==> config.mk <==
export PLATFORM = sky130hd
export DESIGN_NAME = id_ex_stage
export DESIGN_NICKNAME = d
export VERILOG_FILES = /design/src/rtl/id_ex_stage.sv
export SDC_FILE = /design/constraint.sdc
export NUM_CORES = 1
export LEC_CHECK = 0
export BUFFER_PORTS_ARGS = -buffer_cell sky130_fd_sc_hd__buf_2
export CAP_MARGIN = 20
export CELL_PAD_IN_SITES_DETAIL_PLACEMENT = 1
export CELL_PAD_IN_SITES_GLOBAL_PLACEMENT = 1
export CORE_ASPECT_RATIO = 0.8
export CORE_MARGIN = 2
export CORE_UTILIZATION = 34
export CTS_BUF_LIST = sky130_fd_sc_hd__clkbuf_2
export DETAILED_ROUTE_END_ITERATION = 12
export PLACE_DENSITY_LB_ADDON = 0.25
export SETUP_SLACK_MARGIN = 0.15
export SKIP_CTS_REPAIR_TIMING = 1
export SLEW_MARGIN = 25
export SYNTH_ARGS = -nofsm -noshare
export SYNTH_HDL_FRONTEND = slang
export SYNTH_SLANG_ARGS = --single-unit
export TNS_END_PERCENT = 1
==> constraint.sdc <==
create_clock -name clk -period 1.55 [get_ports clk]
set_input_delay 0.0775 -clock clk [delete_from_list [all_inputs] [get_ports clk]]
set_output_delay 0.0775 -clock clk [all_outputs]
set_load 0.1 [all_outputs]
==> src/rtl/id_ex_stage.sv <==
// id_ex_stage -- ID/EX pipeline register with ALU control decode and
// operand forwarding.
//
// Captures a decoded instruction on each rising clk. stall holds the
// stage. flush, or inValid=0, loads a bubble. aluControl is decoded at
// capture time. Operands are selected combinationally from the
// registered values. When forwarding is enabled, EX/MEM and MEM/WB
// results are forwarded onto the registered rs/rt numbers.
//
// Build option: define FORWARDING_EN to enable operand forwarding.
// Without it, operands come only from the registered read data, and
// the exMem*/memWb* ports are still present but ignored.
//
// Ports:
//   clk, rstN                       clock, async active-low reset
//   stall, flush, inValid           stage control
//   rsData, rtData, immExt          operand sources (DATA_W)
//   rsAddr, rtAddr, rdAddr, shamt   register numbers / shift amount
//   funct, aluOp, aluSrc, regWriteIn  decode control
//   exMem*, memWb*                  later-stage writeback info
//   in1, in2, storeData             ALU operands / store data
//   aluControl, destRd              registered decode results
//   regWriteOut, outValid, illegalFunct  registered control/status
module id_ex_stage #(
    parameter int DATA_W = 32
) (
    input  logic              clk,
    input  logic              rstN,
    input  logic              stall,
    input  logic              flush,
    input  logic              inValid,
    input  logic [DATA_W-1:0] rsData,
    input  logic [DATA_W-1:0] rtData,
    input  logic [DATA_W-1:0] immExt,
    input  logic [4:0]        rsAddr,
    input  logic [4:0]        rtAddr,
    input  logic [4:0]        rdAddr,
    input  logic [4:0]        shamt,
    input  logic [5:0]        funct,
    input  logic [1:0]        aluOp,
    input  logic              aluSrc,
    input  logic              regWriteIn,
    input  logic              exMemRegWrite,
    input  logic              memWbRegWrite,
    input  logic [4:0]        exMemRd,
    input  logic [4:0]        memWbRd,
    input  logic [DATA_W-1:0] exMemResult,
    input  logic [DATA_W-1:0] memWbResult,
    output logic [DATA_W-1:0] in1,
    output logic [DATA_W-1:0] in2,
    output logic [3:0]        aluControl,
    output logic [DATA_W-1:0] storeData,
    output logic [4:0]        destRd,
    output logic              regWriteOut,
    output logic              outValid,
    output logic              illegalFunct
);

    // Whole stage in one struct, so reset and bubble are a single '0 load.
    typedef struct packed {
        logic              valid;
        logic              regWrite;
        logic              illegal;
        logic              isShift;
        logic              aluSrc;
        logic [3:0]        aluCtl;
        logic [4:0]        rd;
        logic [4:0]        rsAddr;
        logic [4:0]        rtAddr;
        logic [4:0]        shamt;
        logic [DATA_W-1:0] rs;
        logic [DATA_W-1:0] rt;
        logic [DATA_W-1:0] imm;
    } stage_t;

    stage_t stage_q, stage_d;
    logic [3:0] aluCtl_d;
    logic       illegal_d;
    logic       isShift_d;

    always_comb begin
        aluCtl_d  = 4'b0010;
        illegal_d = 1'b0;
        isShift_d = 1'b0;
        unique case (aluOp)
            2'b00: aluCtl_d = 4'b0010;
            2'b01: aluCtl_d = 4'b0110;
            2'b11: aluCtl_d = 4'b0001;
            default: begin
                case (funct)
                    6'b100000: aluCtl_d = 4'b0010;
                    6'b100010: aluCtl_d = 4'b0110;
                    6'b100100: aluCtl_d = 4'b0000;
                    6'b100101: aluCtl_d = 4'b0001;
                    6'b101010: aluCtl_d = 4'b0111;
                    6'b100111: aluCtl_d = 4'b1100;
                    6'b000000: begin aluCtl_d = 4'b1111; isShift_d = 1'b1; end
                    6'b000010: begin aluCtl_d = 4'b1110; isShift_d = 1'b1; end
                    // Unknown R-type: safe add, flagged, and never writes back.
                    default:   begin aluCtl_d = 4'b0010; illegal_d = 1'b1; end
                endcase
            end
        endcase
    end

    always_comb begin
        stage_d          = '0;
        stage_d.valid    = 1'b1;
        stage_d.regWrite = regWriteIn & ~illegal_d;
        stage_d.illegal  = illegal_d;
        stage_d.isShift  = isShift_d;
        stage_d.aluSrc   = aluSrc;
        stage_d.aluCtl   = aluCtl_d;
        stage_d.rd       = rdAddr;
        stage_d.rsAddr   = rsAddr;
        stage_d.rtAddr   = rtAddr;
        stage_d.shamt    = shamt;
        stage_d.rs       = rsData;
        stage_d.rt       = rtData;
        stage_d.imm      = immExt;
    end

    // flush beats stall; an invalid decode slot only bubbles if not stalled.
    always_ff @(posedge clk or negedge rstN) begin
        if (!rstN)                          stage_q <= '0;
        else if (flush || (!stall && !inValid)) stage_q <= '0;
        else if (!stall)                    stage_q <= stage_d;
    end

    logic [DATA_W-1:0] rsFwd, rtFwd;

`ifdef FORWARDING_EN
    // Rd!=0 in the match also guarantees register 0 is never forwarded.
    // Not gated by stall: a held instruction sees the latest results.
    function automatic logic [DATA_W-1:0] fwd(
        input logic [4:0]        addr,
        input logic [DATA_W-1:0] regVal,
        input logic              emWe,
        input logic [4:0]        emRd,
        input logic [DATA_W-1:0] emRes,
        input logic              mwWe,
        input logic [4:0]        mwRd,
        input logic [DATA_W-1:0] mwRes
    );
        if (emWe && emRd != 5'd0 && emRd == addr)      return emRes;
        else if (mwWe && mwRd != 5'd0 && mwRd == addr) return mwRes;
        else                                           return regVal;
    endfunction

    always_comb begin
        rsFwd = fwd(stage_q.rsAddr, stage_q.rs, exMemRegWrite, exMemRd,
                    exMemResult, memWbRegWrite, memWbRd, memWbResult);
        rtFwd = fwd(stage_q.rtAddr, stage_q.rt, exMemRegWrite, exMemRd,
                    exMemResult, memWbRegWrite, memWbRd, memWbResult);
    end
`else
    logic unused_fwd;
    assign unused_fwd = ^{exMemRegWrite, memWbRegWrite, exMemRd, memWbRd,
                          exMemResult, memWbResult, stage_q.rsAddr, stage_q.rtAddr};
    assign rsFwd = stage_q.rs;
    assign rtFwd = stage_q.rt;
`endif

    // sll/srl shift rt by shamt, so rt moves to in1 and shamt drives in2.
    always_comb begin
        in1 = stage_q.isShift ? rtFwd : rsFwd;
        if (stage_q.isShift)     in2 = {{(DATA_W-5){1'b0}}, stage_q.shamt};
        else if (stage_q.aluSrc) in2 = stage_q.imm;
        else                     in2 = rtFwd;
    end

    assign storeData    = rtFwd;
    assign aluControl   = stage_q.aluCtl;
    assign destRd       = stage_q.rd;
    assign regWriteOut  = stage_q.regWrite;
    assign outValid     = stage_q.valid;
    assign illegalFunct = stage_q.illegal;

endmodule

Word-level counts from Yosys, hierarchy flattened
Index checks and enable logic that the tools add are counted.

storage, ports and cells
  bits in registers = 115
  input bits = 207
  output and inout bits = 108
  word-level logic and storage cells = 43

operators by class
  equal/unequal tests = 10
  multiplexer cells = 11
  bitwise operators = 2
  reduce and logical (&&, ||, !) cells = 9

operators with widths
  cell                                           number
  2-to-1 mux 125 bit                             2
  2-to-1 mux 32 bit                              3
  == test 6 bit, second input constant           6
  case mux 4 bit (7 select lines)                1
  case mux 4 bit (3 select lines)                1
  OR reduction 8 bit                             1
  == test 6 x 2 -> 1 bit, second input constant  1
  zero test 6 bit                                1
  2-to-1 mux 1 bit                               4
  OR reduction 3 bit                             1
  == test 2 x 1 -> 1 bit, second input constant  1
  == test 2 bit, second input constant           1
  zero test 1 bit                                2
  zero test 2 bit                                1
  != test 2 x 1 -> 1 bit, second input constant  1
  OR reduction 2 bit                             1
  bitwise AND 1 bit                              1
  logical AND 1 bit                              1
  logical OR 1 bit                               1
  NOT 1 bit                                      1

Depth between registers and ports, before layout
  word-level depth = 8
  gate-level depth with buffers = 6
  depth with buffers taken out = 4

Least setup slack after synthesis
No wires, ideal clock.

  path kind = register -> output
  from = register stage_q[120] in the netlist's numbering
  to = output port in2[3]
  arrival = 3.037 ns
  required time = 1.472 ns
  path slack = -1.564 ns
  stages on the path, launching flop included = 5
  buffers on the path = 2
  cells stage by stage = dfrtp_1 clkbuf_1 buf_2 mux2i_1 o21ai_0

on the way
  word-level cells in the longest chain between the ends = 2

RTL lines
  item                    line  text
  from (decl)             76    stage_t stage_q, stage_d;
  from (signal assigned)  127   else if (!stall) stage_q <= stage_d;
  2-to-1 mux 32 bit       168   else if (stage_q.aluSrc) in2 = stage_q.imm;
  2-to-1 mux 32 bit       167   if (stage_q.isShift) in2 = {{(DATA_W-5){1'b0}}, stage_q.shamt};
  to (decl)               50    output logic [DATA_W-1:0] in2,

Every way passes these cells.

Worst setup path in the final report
  from = register stage_q[121] in the netlist's numbering
  to = output port in1[30]

on the way
  word-level cells in the longest chain between the ends = 1

RTL lines
  item               line  text
  2-to-1 mux 32 bit  166   in1 = stage_q.isShift ? rtFwd : rsFwd;
  to (decl)          49    output logic [DATA_W-1:0] in1,

Every way passes these cells.

==> out/qor.yml <==
placementRows: 41
wl_per_cell_microns: 24.5
final_hold_viol_count: 1
violations: "hold timing, setup timing"
syn_to_final_growth_pct: 98.8
final_common_cell: "dlygate4sd3_1"
dp_cells: 823
drive_gt1_frac: 0.477
worst_ir_drop_vdd_uv: 578
ys_async_sr_fraction: 1.00
finalWirelength_mm: 25.8
port_buffers: 228
status: "finished with violations"
period_needed_ns: 2.14
slew_headroom: 0.662
cpPeakStageDelay_ns: 0.54
dpl_worst_slack_ns: 0.159
grt_pass1_wl_mm: 27.1
fp.dieW_microns: 146
numClockSinks: 115
gp_congestion: 0.793
antenna_found_initial: 2
ys_seq_area_frac: 0.528
setup_viol: 114
final_cell_mix: "dlygate4sd3_1, buf_2, buf_12"
postSynthAreaPerCell_sq_um: 12.2
fin_crit_sh: 1.38
cts-root-buf: "clkbuf_2"
drc: 0
grt_pass1_vias: 4750
clock_skew_ns: 0
grt_setup_unrepaired: "true"
max_freq_ghz: 0.468
fp.dieH_microns: 117
ys_types: 34
synth_area_sq_um: 5450
drtIter0Drc: 232
ant_nets: 0
synth_area_leaders: "dfrtp_1, a22o_1, mux2_2, buf_4, mux2i_1"
path_delay_family: "flip-flops"
vias: 5504
final_core_utilization: 0.688
slew_violations: 0
critPathKind: "reg -> out"
core_sq_um: 15700
cts_buffer_depth: 2
pin_count: 315
ys_warn_count: 0
cp-end-kind: "output port"
die_area_sq_um: 17100
grtUsageTotal: 0.203
path_cells: "buf_8 > buf_12 > mux2_2 > buf_12"
worst_pin_slew_ns: 0.507
synth_nets: 653
numCtsBuffers: 17
fin_tns_setup_ns: -40.65
vias_per_cell: 5.22
cp_slowest_cell: "dfrtp_4"
yosysTopAreaCell: "dfrtp_1"
reg2reg_slack_ns: 0.12
critPathBufInv: 3
cp-start-kind: "flip-flop"
dr.pass1.iters: 4
cpMostUsedCell: "buf_12"
layout_setup_ws_ns: -0.589
synth_top_area_share: 0.528
worstPathArrival_ns: 2.06
initial_utilization: 0.346
hold_ws_ns: -0.0254
cts-htree-levels: 4
dominantRegCellSynth: "dfrtp_1"
clock_latency_ns: 0.71
finalNetCount: 1033
cts_tree: "yes"
clk_pin_slew_worst_paths_ns: 0.18
min_path_type: "in -> reg"
grt_max_degree: 62
syn_inst: 446
hpwl_mm: 12.1
gr-total-overflow: 0
power.density_nw_per_um2: 735
synth_seq_cells: 115
max_cap_viol_count: 0
crit_fanout: 10
synth_edf_count: 0
leakagePower_nw: 4.96
worstPathRequired_ns: 1.47
fin_cells: 1054
## per-stage QoR
stage / cell area [sq um] / power, W
2_1_floorplan: 5790 / 0.00447
3_3_place_gp: 7840 / 0.00509
3_5_place_dp: 7840 / 0.00512
4_1_cts: 8090 / 0.00735
5_1_grt: 10800 / 0.00823
6_report: 10800 / 0.00797
## synth_stat cells, types with 2 or more instances
cell type and count:
nor2b_1 3, a32o_1 2, clkbuf_1 16, a22o_1 109, nand2_1 9, inv_1 2
dfrtp_1 115, buf_6 4, buf_4 44, mux2i_1 32, mux2_2 32, buf_2 18
o21ai_0 8, nor4bb_1 2, nand3_1 2, nor2_1 29, nand2b_1 2
## report_power, final
group          switching, W  internal, W  total [W]
clock network       0.00128      0.00103    0.00231
registers          0.000131      0.00312    0.00325
logic               0.00140      0.00101    0.00241
total               0.00281      0.00516    0.00797
## cells by family (layout without fill, tap and decap cells)
| logic type | after synthesis | after routing | synth area share |
|---|---|---|---|
| other | 0 | 1 | 0 |
| multiplexers | 64 | 64 | 0.125 |
| buffers and inverters | 84 | 476 | 0.0978 |
| flip-flops | 115 | 115 | 0.528 |
| AO/OA/AOI/OAI | 130 | 130 | 0.204 |
| AND/OR/NAND/NOR | 53 | 53 | 0.0457 |
## flip-flops by register name, summed over array words and instances, names as in the netlist
| name | count |
|---|---|
| destRd | 5 |
| rsFwd | 32 |
| regWriteOut | 1 |
| outValid | 1 |
| storeData | 32 |
| aluControl | 4 |
| illegalFunct | 1 |
| stage_q | 39 |
## worst reg2reg max path, delay by kind of cell, from the launching register on
family	cells	cell delay [ns]
DFF	1	0.52
buffers and inverters	1	0.59
AOI/OAI and AO/OA	1	0.23
## layer usage
| metal | global-route usage | vias to the layer above | part of all wire |
|---|---|---|---|
| met1 | 0.261 | 2829 | 0.40 |
| met5 | 0 | - | 0.00031 |
| li1 | - | 2380 | - |
| met3 | 0.0764 | 47 | 0.059 |
| met2 | 0.321 | 246 | 0.52 |
| met4 | 0.0673 | 2 | 0.025 |
## path summary, 6_finish.rpt
check                                      endpoint                      from  depth (start not counted)
max                                         in1[30]  stage_q[121]$_DFFE_PN0P_                          4
min                        illegalFunct$_DFFE_PN0P_                  funct[3]                          4
max reg2reg                storeData[1]$_DFFE_PN0P_  storeData[1]$_DFFE_PN0P_                          2
min reg2reg                   rsFwd[15]$_DFFE_PN0P_     rsFwd[15]$_DFFE_PN0P_                          1
max in group asynchronous   stage_q[29]$_DFFE_PN0P_                      rstN                          4
min in group asynchronous    stage_q[9]$_DFFE_PN0P_                      rstN                          4
## cell type report
cell class	count	area, sq um
inverter	2	7.51
antenna	1	2.50
tap	215	269
clock buffer	18	90.1
multi-input combinational	247	2340
sequential	115	2920
clock inverter	13	166
fill	1461	4910
timing repair buffer	443	5040
Power figures use the tool's default switching activity.
